==> src/rtl/sram_port_arbiter_pkg.sv <==
// Shared constants and request bundle for the SRAM-like port arbiter.
package sram_port_arbiter_pkg;

    // Owner tag stored in the in-order response FIFO.
    localparam logic OWNER_INST = 1'b0;
    localparam logic OWNER_DATA = 1'b1;

    // Access size encodings carried on *_size.
    localparam logic [1:0] SZ_BYTE = 2'd0;
    localparam logic [1:0] SZ_HALF = 2'd1;
    localparam logic [1:0] SZ_WORD = 2'd2;

    // Request bundle: wr, size, wstrb, addr, wdata.
    localparam int unsigned REQ_W = 71;

    typedef struct packed {
        logic        wr;
        logic [1:0]  size;
        logic [3:0]  wstrb;
        logic [31:0] addr;
        logic [31:0] wdata;
    } sram_req_t;

    function automatic sram_req_t pack_req(input logic wr, input logic [1:0] size,
                                           input logic [3:0] wstrb, input logic [31:0] addr,
                                           input logic [31:0] wdata);
        sram_req_t r;
        r.wr    = wr;
        r.size  = size;
        r.wstrb = wstrb;
        r.addr  = addr;
        r.wdata = wdata;
        return r;
    endfunction

endpackage

==> src/rtl/sram_port_arbiter_owner_fifo.sv <==
// In-order 1-bit FIFO recording which requester owns each outstanding memory request.
module owner_fifo #(
    parameter int unsigned DEPTH = 2
) (
    input  logic                     clk,
    input  logic                     reset,
    input  logic                     push,
    input  logic                     push_owner,
    input  logic                     pop,
    output logic                     head_owner,
    output logic [$clog2(DEPTH):0]   count,
    output logic                     full,
    output logic                     empty
);

    localparam int unsigned PW = $clog2(DEPTH);
    localparam int unsigned CW = PW + 1;

    logic          mem_q [DEPTH];
    logic          mem_d [DEPTH];
    logic [PW-1:0] wr_ptr_q, wr_ptr_d;
    logic [PW-1:0] rd_ptr_q, rd_ptr_d;
    logic [CW-1:0] count_q, count_d;
    logic          do_push, do_pop;

    assign full       = (count_q == CW'(DEPTH));
    assign empty      = (count_q == '0);
    assign count      = count_q;
    assign head_owner = mem_q[rd_ptr_q];

    // Next-state: pointers wrap naturally since DEPTH is a power of two.
    always_comb begin
        do_push  = push & ~full;
        do_pop   = pop & ~empty;
        mem_d    = mem_q;
        wr_ptr_d = wr_ptr_q;
        rd_ptr_d = rd_ptr_q;
        if (do_push) begin
            mem_d[wr_ptr_q] = push_owner;
            wr_ptr_d        = wr_ptr_q + 1'b1;
        end
        if (do_pop) begin
            rd_ptr_d = rd_ptr_q + 1'b1;
        end
        count_d = count_q + CW'(do_push) - CW'(do_pop);
    end

    // State registers with synchronous reset.
    always_ff @(posedge clk) begin
        if (reset) begin
            wr_ptr_q <= '0;
            rd_ptr_q <= '0;
            count_q  <= '0;
            for (int i = 0; i < int'(DEPTH); i++) mem_q[i] <= 1'b0;
        end else begin
            wr_ptr_q <= wr_ptr_d;
            rd_ptr_q <= rd_ptr_d;
            count_q  <= count_d;
            mem_q    <= mem_d;
        end
    end

endmodule

==> src/rtl/sram_port_arbiter.sv <==
// Shares one SRAM-like memory port between fetch (inst) and load/store (data) requesters.
module sram_port_arbiter
    import sram_port_arbiter_pkg::*;
#(
    parameter int unsigned OUTSTANDING  = 2,
    parameter int unsigned STARVE_LIMIT = 4
) (
    input  logic        clk,
    input  logic        reset,
    input  logic        inst_req,
    input  logic        inst_wr,
    input  logic [1:0]  inst_size,
    input  logic [3:0]  inst_wstrb,
    input  logic [31:0] inst_addr,
    input  logic [31:0] inst_wdata,
    output logic        inst_addr_ok,
    output logic        inst_data_ok,
    output logic [31:0] inst_rdata,
    input  logic        data_req,
    input  logic        data_wr,
    input  logic [1:0]  data_size,
    input  logic [3:0]  data_wstrb,
    input  logic [31:0] data_addr,
    input  logic [31:0] data_wdata,
    output logic        data_addr_ok,
    output logic        data_data_ok,
    output logic [31:0] data_rdata,
    output logic        mem_req,
    output logic        mem_wr,
    output logic [1:0]  mem_size,
    output logic [3:0]  mem_wstrb,
    output logic [31:0] mem_addr,
    output logic [31:0] mem_wdata,
    input  logic        mem_addr_ok,
    input  logic        mem_data_ok,
    input  logic [31:0] mem_rdata,
    output logic        arb_err
);

    localparam int unsigned SW = $clog2(STARVE_LIMIT + 1);

    sram_req_t inst_bus, data_bus, mem_bus;

    logic          lock_q, lock_d;
    logic          lock_owner_q, lock_owner_d;
    logic [SW-1:0] starve_q, starve_d;
    logic          arb_err_q, arb_err_d;

    logic grant, owner, accept, resp;
    logic fifo_head, fifo_full, fifo_empty;
    logic [$clog2(OUTSTANDING):0] fifo_count;

    assign inst_bus = pack_req(inst_wr, inst_size, inst_wstrb, inst_addr, inst_wdata);
    assign data_bus = pack_req(data_wr, data_size, data_wstrb, data_addr, data_wdata);

    // Grant selection: a held lock wins, else data over inst unless inst has starved.
    always_comb begin
        grant = 1'b0;
        owner = OWNER_DATA;
        if (lock_q) begin
            grant = 1'b1;
            owner = lock_owner_q;
        end else if (!fifo_full) begin
            if (data_req && inst_req) begin
                grant = 1'b1;
                owner = (starve_q == SW'(STARVE_LIMIT)) ? OWNER_INST : OWNER_DATA;
            end else if (data_req) begin
                grant = 1'b1;
                owner = OWNER_DATA;
            end else if (inst_req) begin
                grant = 1'b1;
                owner = OWNER_INST;
            end
        end
    end

    // Request, accept and response routing; everything is held at zero during reset.
    always_comb begin
        mem_req = grant & ~fifo_full & ~reset;
        mem_bus = '0;
        if (mem_req) mem_bus = (owner == OWNER_DATA) ? data_bus : inst_bus;
        mem_wr    = mem_bus.wr;
        mem_size  = mem_bus.size;
        mem_wstrb = mem_bus.wstrb;
        mem_addr  = mem_bus.addr;
        mem_wdata = mem_bus.wdata;

        accept       = mem_req & mem_addr_ok;
        inst_addr_ok = accept & (owner == OWNER_INST);
        data_addr_ok = accept & (owner == OWNER_DATA);

        resp         = mem_data_ok & ~fifo_empty & ~reset;
        inst_data_ok = resp & (fifo_head == OWNER_INST);
        data_data_ok = resp & (fifo_head == OWNER_DATA);
        inst_rdata   = inst_data_ok ? mem_rdata : 32'h0;
        data_rdata   = data_data_ok ? mem_rdata : 32'h0;

        arb_err = arb_err_q & ~reset;
    end

    // Next-state for lock, starvation counter and sticky error.
    always_comb begin
        lock_d       = lock_q;
        lock_owner_d = lock_owner_q;
        if (accept) begin
            lock_d = 1'b0;
        end else if (mem_req) begin
            lock_d       = 1'b1;
            lock_owner_d = owner;
        end

        starve_d = starve_q;
        if (!inst_req || (accept && owner == OWNER_INST)) begin
            starve_d = '0;
        end else if (accept && owner == OWNER_DATA && starve_q != SW'(STARVE_LIMIT)) begin
            starve_d = starve_q + 1'b1;
        end

        arb_err_d = arb_err_q | (mem_data_ok & fifo_empty);
    end

    // State registers with synchronous reset.
    always_ff @(posedge clk) begin
        if (reset) begin
            lock_q       <= 1'b0;
            lock_owner_q <= OWNER_INST;
            starve_q     <= '0;
            arb_err_q    <= 1'b0;
        end else begin
            lock_q       <= lock_d;
            lock_owner_q <= lock_owner_d;
            starve_q     <= starve_d;
            arb_err_q    <= arb_err_d;
        end
    end

    owner_fifo #(
        .DEPTH(OUTSTANDING)
    ) u_owner_fifo (
        .clk       (clk),
        .reset     (reset),
        .push      (accept),
        .push_owner(owner),
        .pop       (resp),
        .head_owner(fifo_head),
        .count     (fifo_count),
        .full      (fifo_full),
        .empty     (fifo_empty)
    );

    a_count_bound: assert property (@(posedge clk) disable iff (reset)
        fifo_count <= ($clog2(OUTSTANDING) + 1)'(OUTSTANDING));

endmodule
==> config.mk <==
export PLATFORM = sky130hd
export DESIGN_NAME = sram_port_arbiter
export DESIGN_NICKNAME = d
export VERILOG_FILES = /design/src/rtl/sram_port_arbiter_pkg.sv /design/src/rtl/sram_port_arbiter_owner_fifo.sv /design/src/rtl/sram_port_arbiter.sv
export SDC_FILE = /design/constraint.sdc
export NUM_CORES = 1
export LEC_CHECK = 0
export ABC_AREA = 1
export BUFFER_PORTS_ARGS = -buffer_cell sky130_fd_sc_hd__buf_2
export CAP_MARGIN = 20
export CELL_PAD_IN_SITES_DETAIL_PLACEMENT = 1
export CELL_PAD_IN_SITES_GLOBAL_PLACEMENT = 1
export CORE_AREA = 2 2 126 128
export CTS_CLUSTER_SIZE = 25
export DETAILED_ROUTE_END_ITERATION = 12
export DIE_AREA = 0 0 128 130
export PLACE_DENSITY = 0.8
export SLEW_MARGIN = 20
export SYNTH_ARGS = -nofsm -noshare
export SYNTH_HDL_FRONTEND = slang
export SYNTH_HIERARCHICAL = 1
export SYNTH_SLANG_ARGS = --single-unit
==> constraint.sdc <==
create_clock -name clk -period 2.8 [get_ports clk]
set_clock_uncertainty 0.05 [all_clocks]
set_input_delay 0.28 -clock clk [delete_from_list [all_inputs] [get_ports clk]]
set_output_delay 0.28 -clock clk [all_outputs]
set_load 0.01 [all_outputs]
# Yosys cells after proc, flatten, opt, wreduce, memory -nomap -nowiden
# Cells that the tools add are included.
# Widths: inputs -> output; s select.
dict set report classes {
  eq_ne 3
  shifts 0
  n_addsub 5
  bitwise 22
  n_lt_le_gt_ge 3
  n_mux 21
  reduce_logical 11
  n_div 0
  multipliers 0
}
# operator count
set ops {}
lappend ops {{$mux 71} 2}
lappend ops {{$mux 32} 2}
lappend ops {{$mux 1} 15}
lappend ops {{$and 1x1->1} 13}
lappend ops {{$not 1->1} 6}
lappend ops {{$logic_and 1x1->1} 5}
lappend ops {{$ge 2x2->1 const B} 2}
lappend ops {{$not 1->2} 2}
lappend ops {{$reduce_or 2->1} 2}
lappend ops {{$add 3x1->3 const B} 1}
lappend ops {{$eq 3x3->1 const B} 1}
lappend ops {{$ne 3x3->1 const B} 1}
lappend ops {{$add 1x1->1 const B} 2}
lappend ops {{$add 2x1->2} 1}
lappend ops {{$bwmux 2} 1}
lappend ops {{$eq 2x2->1 const B} 1}
lappend ops {{$logic_not 2->1} 1}
lappend ops {{$lt 2x1->1 const B} 1}
lappend ops {{$reduce_and 2->1} 1}
lappend ops {{$sub 2x1->2} 1}
lappend ops {{$demux 1 s1} 1}
lappend ops {{$logic_not 1->1} 1}
lappend ops {{$logic_or 1x1->1} 1}
lappend ops {{$or 1x1->1} 1}
dict set report word_totals {
  output_inout_bits 141
  romBits 0
  mem_count 0
  latch_bits 0
  word_cells 74
  ramBits 0
  register_bits 12
}

# Longest topological paths before layout
# Gate-level depths: netlist of run 1.
dict set report depth {
  depth_word 11
  mapped_depth 15
  ltp_nobuf 15
}

# Modules after synthesis
# Netlist of run 1, hierarchy kept.
# module cells_per_inst n_inst seq_area_each_um2 area_each_um2
set modules_own_cells {}
lappend modules_own_cells {sram_port_arbiter 398 1 120.1 1899.3}
lappend modules_own_cells {owner_fifo 51 1 120.1 351.6}

# Least setup slack after synthesis of run 1
# No wires, ideal clock.
dict set report synth_timing {
  path_kind {register to register}
  from {register u_owner_fifo.count_q[0] (netlist: u_owner_fifo/count[0])}
  to {register u_owner_fifo.count_q[1] (netlist: u_owner_fifo/count[1])}
  setup_time_ns 0.115
  arrival_ns 1.906
  stages_incl_launch_ff 14
  setup_slack_ns 0.729
  required_time_ns 2.635
  synth_period_minus_slack_ns 2.071
  path_cell_list {dfxtp_1 > inv_1 > nand2_2 > inv_1 > nor2_1 > nand3_1 > inv_1 > nand2_2 > ha_1 > inv_1 > ha_1 > or2_1 > a21oi_1 > nor2_1}
}
dict set report synth_via {
  elab_chain_len 9
  elab_cells_between_ends 15
}
# item line
set synth_rtl {}
lappend synth_rtl {{start: declaration} sram_port_arbiter_owner_fifo.sv:23} ;# logic [CW-1:0] count_q, count_d;
lappend synth_rtl {{start signal: assignment} sram_port_arbiter_owner_fifo.sv:58} ;# count_q <= count_d;
lappend synth_rtl {{$eq 2x2->1 (*)} sram_port_arbiter_owner_fifo.sv:26} ;# assign full = (count_q == CW'(DEPTH));
lappend synth_rtl {{via fifo_full} sram_port_arbiter.sv:50} ;# logic fifo_head, fifo_full, fifo_empty;
lappend synth_rtl {{$mux 1} sram_port_arbiter.sv:63} ;# end else if (!fifo_full) begin
lappend synth_rtl {{$mux 1} sram_port_arbiter.sv:60} ;# if (lock_q) begin
lappend synth_rtl {{$and 1x1->1 (*) (2 in a row)} sram_port_arbiter.sv:79} ;# mem_req = grant & ~fifo_full & ~reset;
lappend synth_rtl {{$and 1x1->1 (*)} sram_port_arbiter.sv:88} ;# accept = mem_req & mem_addr_ok;
lappend synth_rtl {{via accept} sram_port_arbiter.sv:49} ;# logic grant, owner, accept, resp;
lappend synth_rtl {{$and 1x1->1 (*)} sram_port_arbiter_owner_fifo.sv:33} ;# do_push = push & ~full;
lappend synth_rtl {{$add 2x1->2 (*)} sram_port_arbiter_owner_fifo.sv:45} ;# count_d = count_q + CW'(do_push) - CW'(do_pop);
lappend synth_rtl {{$sub 2x1->2 (*)} sram_port_arbiter_owner_fifo.sv:45}
# The timed path passes the listed nets; every way through them passes the cells marked *.
# A chain may end at the register's enable or synchronous reset.

# Worst setup path after layout of run 1
dict set report layout_timing {
  from {register u_owner_fifo.count_q[0] (netlist: u_owner_fifo/count[0])}
  to {output port mem_addr[8]}
}
dict set report layout_via {
  elab_chain_len 6
  elab_cells_between_ends 10
}
# item line
set layout_rtl {}
lappend layout_rtl {{$eq 2x2->1 (*)} sram_port_arbiter_owner_fifo.sv:26}
lappend layout_rtl {{via fifo_full} sram_port_arbiter.sv:50}
lappend layout_rtl {{$mux 1} sram_port_arbiter.sv:63}
lappend layout_rtl {{$mux 1} sram_port_arbiter.sv:60}
lappend layout_rtl {{$and 1x1->1 (2 in a row)} sram_port_arbiter.sv:79}
lappend layout_rtl {{$mux 71 (*)} sram_port_arbiter.sv:81} ;# if (mem_req) mem_bus = (owner == OWNER_DATA) ? data_bus : inst_bus;
lappend layout_rtl {{end: declaration} sram_port_arbiter.sv:32} ;# output logic [31:0] mem_addr,
# Marked as above.

==> flow_metrics.tcl, run 1 <==
set metrics [dict create \
    grt_pass1_wl_um 18070 \
    hold_viol_final 0 \
    cts_buffer_depth 2 \
    routed_wl_um 12560 \
    drv_slew 0 \
    intPower_uw 674.2 \
    htree_levels 1 \
    ys_seq_area_share_pct 10.67 \
    peakVddDrop_uv 335.2 \
    fp-row-count 46 \
    syn_avg_cell_area_sq_um 5.013 \
    min_path_type "input port to register" \
    grt_max_degree 75 \
    netlist.area_leader.share_pct 36.19 \
    die_h_um 130 \
    drt_pass1_iterations 4 \
    startpoint_type "register" \
    yosysTopAreaCell "nor2_1" \
    layout_common_cells "320 x buf_2, 217 x nor2_1, 57 x inv_1, 57 x o21ai_1, 17 x nand2_1" \
    crit_slowest_cell "buf_4" \
    hold_depth 3 \
    path_cells "inv_1 > nand2_2 > inv_1 > nor2_1 > nand2_1 > inv_2 > buf_4 > o21ai_1 > nor2_1 > buf_2" \
    hold_ws_ns 0.2503 \
    worstMarginPinSlew_ns 0.9837 \
    dieArea_sq_um 16640 \
    power_switching_uw 494.9 \
    postCtsHoldBufs 0 \
    powerDensity_nw_per_um2 290.4 \
    fillers 2170 \
    io_buffers 320 \
    reg2reg_depth 13 \
    clk_latency_ns 0.24 \
    num_antenna_cells 0 \
    p_leak_nw 2.631 \
    cp_slowest_stage_delay_ns 0.38 \
    cts_root_buffer "clkbuf_16" \
    initial_core_util_pct 14.59 \
    clock.fmax_mhz 411.8 \
    ys_top_cells_by_area "nor2_1 36%, o21ai_1 13%, dfxtp_1 11%, inv_1 9.7%, buf_2 4.2%" \
    fin_setup_tns_ns 0 \
    grt_antenna_before_repair 0 \
    crit_fanout 44 \
    via_per_inst 4.088 \
    synth.distinct_cells 26 \
    syn-cell-area_sq_um 2251 \
    hpwl_um 10470 \
    synthArstFlopShare_pct 0 \
    cts_resized 0 \
    finalSetupViolCount 0 \
    syn-num-nets 633 \
    power_frac_comb_pct 59.2 \
    relSlewSlack_pct 34.35 \
    synth-seq-cells 12 \
    synth_warnings 6 \
    final-seq-area_sq_um 240.2 \
    wl_per_cell_um 13.33 \
    grt_overflow 0 \
    finalNetCount 935 \
    die_width_um 128 \
    cp.required_ns 2.47 \
    ys.flop_type "dfxtp_1" \
    multi_input_area_sq_um 1564 \
    cts_buffers 3 \
    placed_cell_area_sq_um 3938 \
    grt_pass1_vias 3605 \
    final_cell_area_sq_um 4026 \
    layout_commonest_cell "buf_2" \
    cts_sinks 12 \
    clk_pin_slew_ns 0.04 \
    io_pins 321 \
    status "complete, no violations" \
    clkPwrFrac_pct 24.8 \
    switching_share_pct 42.33 \
    cap_violations 0 \
    end_kind "output pin" \
    gp_congestion 0.8063 \
    postCtsSetupBuffers 0 \
    synth-edff-count 0 \
    core_sq_um 15420 \
    crit_type "register to output pin" \
    cts_tree "built" \
    via_count 3851 \
    arrival_ns 2.10 \
    rsz0062_at_grt "no" \
    grtUsageTotal_pct 13.34 \
    drt-initial-drc-count 99 \
    syn2layout_area_growth_pct 78.88 \
    syn_inst 449 \
    total_power_mw 1.169 \
    drive_gt1_share_pct 46.93 \
    ant_nets 0 \
    layout_worst_path_cycle_share_pct 86.73 \
    drc_errors 0 \
    seqPwrFrac_pct 16.0 \
    fin_crit_ns 2.428 \
]
-- critical path: cells and delay by family, from the launching register on --
family | cells | cell delay [ns]
and+or+nand+nor | 4 | 0.61
AOI/OAI and AO/OA | 1 | 0.12
buffers and inverters | 5 | 0.78
DFF | 1 | 0.33
-- path summary, 6_finish.rpt --
kind / slack, ns / to / from
worst max-delay path: 0.37 / mem_addr[8] / u_owner_fifo/count[0]
worst min-delay path: 0.25 / arb_err_q / mem_data_ok
worst max register to register: 0.51 / u_owner_fifo/count[1] / u_owner_fifo/count[0]
worst min register to register: 0.41 / arb_err_q / arb_err_q
-- sequential cells by signal, indices dropped and copies added, names as in the netlist --
signal,cells
starve_q,3
u_owner_fifo/count,2
u_owner_fifo/mem_q,2
arb_err_q,1
lock_owner_q,1
lock_q,1
u_owner_fifo/rd_ptr_q,1
u_owner_fifo/wr_ptr_q,1
-- cells by family (layout without fill, tap and decap cells) --
group,Yosys count,after routing,synth area share [%]
AO/OA/AOI/OAI,81,81,18.79
buffers and inverters,89,390,19.84
adder cells (fa/ha/maj),4,4,2.224
XOR/XNOR,1,1,0.3892
flip-flops,12,12,10.67
AND/OR/NAND/NOR,262,262,48.08
-- final cells by class --
type | count | area share (%)
multi-input combinational | 348 | 38.84
clock buffer | 4 | 2.206
timing repair buffer | 325 | 41.33
sequential | 12 | 5.966
tap | 192 | 5.966
inverter | 61 | 5.687
-- power by group through the flow --
stage	Combinational, mW	Clock (mW)	Sequential (mW)
2_1_floorplan	0.405	0	0.189
3_5_place_dp	0.702	0	0.190
4_1_cts	0.706	0.297	0.188
6_report	0.692	0.290	0.188
3_3_place_gp	0.687	0	0.190
5_1_grt	0.775	0.305	0.189
-- Yosys cell counts (2+ instances only) --
cell     number
a21oi_1       6
buf_2        19
buf_8         6
dfxtp_1      12
ha_1          4
inv_1        58
inv_2         3
nand2_1      17
nand2_2       6
nand3_1      10
nand3_2       2
nand4_1       2
nor2_1      217
nor2_2        2
nor2_4        4
o21ai_0      13
o21ai_1      57
o21ai_2       3
-- metal layers --
metal / GRT usage (%) / wire length (um) / vias to the layer above
met5: 0 / 0 / -
met4: 1.875 / 73 / 0
met3: 1.968 / 826 / 6
met2: 26.55 / 6628 / 134
met1: 15.31 / 5027 / 1746
li1: - / - / 1965
-- metrics by stage --
step / std cells / util [%] / setup WS [ns]
after floorplan: 449 / - / 0.7291
after global placement: 938 / 25.53 / 0.6041
after detailed placement: 938 / 25.53 / 0.5099
after CTS: 942 / 26.10 / 0.3206
after global routing: 942 / 26.10 / 0.1238
final: 942 / 26.10 / 0.3716
(Power assumes the default switching activity.)
==> run 2: changes to the inputs <==
- ABC_AREA: 1 -> default
- CORE_AREA: 2 2 126 128 -> 2 2 124 126
- DIE_AREA: 0 0 128 130 -> 0 0 126 128
- SETUP_SLACK_MARGIN: default -> 0.1
==> flow_metrics.tcl, run 2 <==
set metrics [dict create \
    finalSetupViolCount 0 \
    relSlewSlack_pct 66.54 \
    top_register "starve_q" \
    syn_inst 392 \
    hold_viol_final 0 \
    clock.fmax_mhz 402.5 \
    grt_pass1_wl_um 17880 \
    htree_levels 1 \
    ys_seq_area_share_pct 11.03 \
    synth-edff-count 0 \
    cts_buffers 3 \
    peakVddDrop_uv 149.7 \
    cts_tree "built" \
    largest_reg_flops 3 \
    drc_errors 0 \
    drv_slew 0 \
    fin_crit_ns 2.484 \
    grt_antenna_before_repair 1 \
    layout_commonest_cell "buf_2" \
    ant_nets 0 \
    initial_core_util_pct 14.65 \
    yosysMostFrequentCell "nand2_1" \
    p_leak_nw 2.563 \
    crit_type "register to output pin" \
    routed_wl_um 12080 \
    synth-seq-cells 12 \
    total_power_mw 1.027 \
    status "complete, no violations" \
    layout_worst_path_cycle_share_pct 88.73 \
    dieArea_sq_um 16130 \
    fp-row-count 45 \
    finalNetCount 878 \
    io_buffers 320 \
    grtUsageTotal_pct 13.44 \
    postCtsHoldBufs 0 \
    via_count 3779 \
    cts_buffer_depth 2 \
    worstMarginPinSlew_ns 0.5019 \
    layout_common_cells "320 x buf_2, 148 x nand2_1, 77 x a21oi_1" \
    cts_root_buffer "clkbuf_16" \
    synth.distinct_cells 40 \
    syn-num-nets 576 \
    crit_fanout 23 \
    ys.flop_type "dfxtp_1" \
    via_per_inst 4.289 \
    grt_pass1_vias 3553 \
    drive_gt1_share_pct 49.57 \
    wl_per_cell_um 13.72 \
    startpoint_type "register" \
    core_sq_um 14860 \
    cap_violations 0 \
    syn_avg_cell_area_sq_um 5.557 \
    drt_pass1_iterations 4 \
    io_pins 321 \
    synth_warnings 6 \
    rsz0062_at_grt "no" \
    hpwl_um 9744 \
    syn-cell-area_sq_um 2178 \
    clk_pin_slew_ns 0.04 \
    synth_common_cells "148 x nand2_1, 77 x a21oi_1, 34 x and2_1" \
    drt-initial-drc-count 109 \
    cp.required_ns 2.47 \
    arrival_ns 2.15 \
    cts_sinks 12 \
    grt_max_degree 48 \
    yosysTopAreaCell "nand2_1" \
    synthArstFlopShare_pct 0 \
    die_width_um 126 \
    syn2layout_area_growth_pct 85.93 \
    clk_latency_ns 0.24 \
    ys_top_cells_by_area "nand2_1 26%, a21oi_1 18%, dfxtp_1 11%, and2_1 9.8%, and3_1 9.2%" \
    fin_setup_tns_ns 0 \
    grt_overflow 0 \
    end_kind "output pin" \
    gp_congestion 0.8420 \
    die_h_um 128 \
    powerDensity_nw_per_um2 253.5 \
    netlist.area_leader.share_pct 25.50 \
    min_path_type "input port to register" \
]
run 2: cell families after synthesis:
family	after synthesis	share of synthesized area [%]
muxes	2	0.9764
adders and majority gates	4	2.298
buffers and inverters	40	9.362
DFF	12	11.03
AOI/OAI and AO/OA	88	21.20
xor gates and xnor gates	2	0.8043
and+or+nand+nor	244	54.34
run 2: final cells by class:
type	instances	area, sq um
fillers	2013	10810
diodes	1	2.502
clock buffers	3	75.07
multi-input cells	340	1735
inverters	7	31.28
repair buffers	330	1730
well taps	188	235.2
flip-flops and latches	12	240.2
run 2: path summary, 6_finish.rpt:
| path | slack [ns] | cells after the start | to | startpoint |
|---|---|---|---|---|
| worst min-delay path | 0.24 | 3 | arb_err_q | mem_data_ok |
| worst min register to register | 0.42 | 2 | arb_err_q | arb_err_q |
| worst max register to register | 0.49 | 12 | u_owner_fifo/count[1] | u_owner_fifo/count[0] |
| worst max-delay path | 0.32 | 6 | inst_rdata[3] | u_owner_fifo/count[1] |
run 2: where the power goes:
part	internal, mW	switching (mW)	total, mW
Combinational	0.258	0.322	0.580
Clock	0.186	0.0735	0.259
Sequential	0.180	0.00683	0.187
Total	0.624	0.402	1.03
run 2: what timing repair did:
item / CTS / global route
gates resized for setup: 0 / 3
setup buffers: 0 / 1
setup endpoints to repair: 0 / 63
run 2: worst max-delay path, cell delays in order (launching register included):
cell and delay [ns]:
dfxtp_1 0.43, nor2_1 0.14, nor3b_4 0.46, and2b_1 0.40, buf_12 0.19, and2_1 0.14
buf_2 0.14
run 2: stage by stage:
| step | hold slack [ns] | setup slack, ns | utilization [%] | std cells | instance area, sq um |
|---|---|---|---|---|---|
| final | 0.2412 | 0.3156 | 27.25 | 881 | 4050 |
| after global placement | 0.3971 | 0.4767 | 26.55 | 876 | 3946 |
| after detailed placement | 0.4074 | 0.4479 | 26.55 | 876 | 3946 |
| after floorplan | 0.2991 | 0.7418 | - | 392 | 2178 |
| after CTS | 0.2384 | 0.1782 | 27.05 | 879 | 4021 |
| after global routing | 0.2648 | 0.1094 | 27.25 | 881 | 4050 |
run 2: metal layers:
| metal | track usage (%) | up-vias | part of all wire [%] |
|---|---|---|---|
| met1 | 15.74 | 1708 | 40 |
| met4 | 3.555 | 0 | 2.0 |
| met2 | 24.60 | 165 | 51 |
| met5 | 0 | - | 0 |
| met3 | 3.088 | 21 | 7.7 |
| li1 | - | 1885 | - |
==> run 3: changes to the inputs <==
- CORE_AREA: 2 2 124 126 -> default
- CORE_MARGIN: default -> 2
- CORE_UTILIZATION: default -> 15
- DIE_AREA: 0 0 126 128 -> default
- PLACE_DENSITY: 0.8 -> 0.84
- clock period: 2.8 -> 2.04 ns (I/O delays scaled with it)
==> flow_metrics.tcl, run 3 (synthesized netlist as in run 2, its figures left out) <==
set metrics [dict create \
    status "complete, but fails checks" \
    violations "negative setup slack" \
    r2r_slack_ns 0.05 \
    hold_end "arb_err_q" \
    end_kind "output pin" \
    rsz0062_at_grt "yes" \
    postCtsHoldBufs 0 \
    io_pins 321 \
    htree_levels 1 \
    min_path_type "input port to register" \
    dpl.cell_count 879 \
    core_sq_um 14370 \
    hold_viol_final 0 \
    worstReg2RegEnd "u_owner_fifo/count[1]" \
    drt_pass1_iterations 4 \
    path_cells "inv_2 > ha_4 > a21bo_1 > a21o_4 > inv_8 > buf_12 > clkbuf_16 > nand2_1 > a21oi_1 > buf_2" \
    hp-start "mem_data_ok" \
    cts_sinks 12 \
    layout_commonest_cell "buf_2" \
    layout_worst_path_cycle_share_pct 108.1 \
    cp_slowest_stage_delay_ns 0.33 \
    hold_depth 3 \
    hold_ws_ns 0.1748 \
    arrival_ns 1.95 \
    grt_overflow 0 \
    via_count 4164 \
    startpoint_type "register" \
    gp_congestion 0.8006 \
    reg2reg_depth 12 \
    fp-row-count 44 \
    r2r_start "u_owner_fifo/count[0]" \
    drv_slew 0 \
    crit_slowest_cell "dfxtp_2" \
    num_antenna_cells 0 \
    postLayoutCoreUtil_pct 37.98 \
    cap_violations 0 \
    grt_antenna_before_repair 0 \
    grt_pass1_vias 4175 \
    grt_pass1_wl_um 21470 \
    route.top_layer_used "met4" \
    grt_max_degree 34 \
    wl_per_cell_um 17.00 \
    cp.required_ns 1.79 \
    top_register "starve_q" \
    dieArea_sq_um 15500 \
    syn2layout_area_growth_pct 150.5 \
    finalSetupViolCount 71 \
    die_h_um 124.5 \
    initial_core_util_pct 15.16 \
    p_leak_nw 3.096 \
    hpwl_um 9596 \
    drc_errors 0 \
    cts_tree "built" \
    die_width_um 124.5 \
    cts_root_buffer "clkbuf_16" \
    total_power_mw 1.969 \
    peakVddDrop_uv 239.1 \
    cts_buffer_depth 2 \
    layout_common_cells "318 x buf_2, 94 x nand2_1, 46 x a21oi_2" \
    worstMarginPinSlew_ns 0.3200 \
    crit_fanout 8 \
    grtUsageTotal_pct 16.88 \
    setup_slack_ns -0.1645 \
    wl_met1_um 6183 \
    routed_wl_um 15710 \
    routed-wl-met2_um 8474 \
    ant_nets 0 \
    via_per_inst 4.506 \
    io_buffers 320 \
    powerDensity_nw_per_um2 360.7 \
    cts_buffers 3 \
    wl_met3_um 908 \
    clock.fmax_mhz 453.6 \
    drive_gt1_share_pct 68.78 \
    fin_setup_tns_ns -7.223 \
    drt-initial-drc-count 111 \
    finalNetCount 925 \
    stdcell_count 924 \
    clk_latency_ns 0.24 \
    relSlewSlack_pct 78.50 \
    crit_type "register to output pin" \
    fin_crit_ns 2.205 \
    largest_reg_flops 3 \
    clk_pin_slew_ns 0.04 \
]
==> run 3: changes by cell type in the layout (fill, tap and decap cells not counted), sizes merged <==
cell and delta:
diode -1, clkbuf +12, buf +36
==> run 3: critical path, delay by kind of cell, from the launching register on <==
kind	cells	cell delay [ns]
buffers and inverters	5	0.61
adders and majority gates	1	0.15
AOI/OAI and AO/OA	3	0.56
DFF	1	0.33
and+or+nand+nor	1	0.05
==> run 3: worst max-delay path by stage <==
stage                                startpoint               endpoint  slack, ns  depth (start not counted)
after CTS                           starve_q[1]            mem_addr[0]      -0.13                         10
after global placement              starve_q[0]            mem_addr[0]       0.07                          9
final                               starve_q[0]           mem_wdata[7]      -0.16                         10
after floorplan           u_owner_fifo/count[0]  u_owner_fifo/count[1]       0.08                         12
after global routing      u_owner_fifo/count[0]                 mem_wr      -0.27                          9
after detailed placement            starve_q[0]            mem_addr[0]       0.05                          9
==> run 3: layer usage <==
| layer | up-vias | GRT usage, % |
|---|---|---|
| met5 | - | 0 |
| met4 | 0 | 3.305 |
| met3 | 12 | 3.007 |
| met2 | 189 | 33.33 |
| met1 | 1972 | 18.67 |
| li1 | 1991 | - |
==> run 3: timing repair <==
| action | 4_1_cts | 5_1_grt |
|---|---|---|
| cloned | 10 | 11 |
| buffers inserted | 13 | 8 |
| setup endpoints to repair | 108 | 140 |
| endpoints found under the hold margin | 0 | 0 |
| gates resized for setup | 56 | 121 |
| pin swaps | 14 | 57 |
==> run 3: stage by stage <==
stage / cell area [sq um] / worst slack [ns]
2_1_floorplan: 2185 / 0.08239
3_3_place_gp: 4011 / 0.06560
3_5_place_dp: 4011 / 0.04957
4_1_cts: 4713 / -0.1261
5_1_grt: 5458 / -0.2652
6_report: 5458 / -0.1645
==> run 3: layout make-up <==
cell class,count,area (sq um)
fillers,1851,8911
repair buffers,377,2626
multi-input cells,340,2227
flip-flops and latches,12,246.5
well taps,184,230.2
clock buffers,4,88.84
inverters,7,38.79
==> run 3: where the power goes <==
group	total, mW	internal, mW	switching, mW
clock network	0.400	0.296	0.104
registers	0.259	0.248	0.0112
logic	1.31	0.662	0.647
total	1.97	1.21	0.763
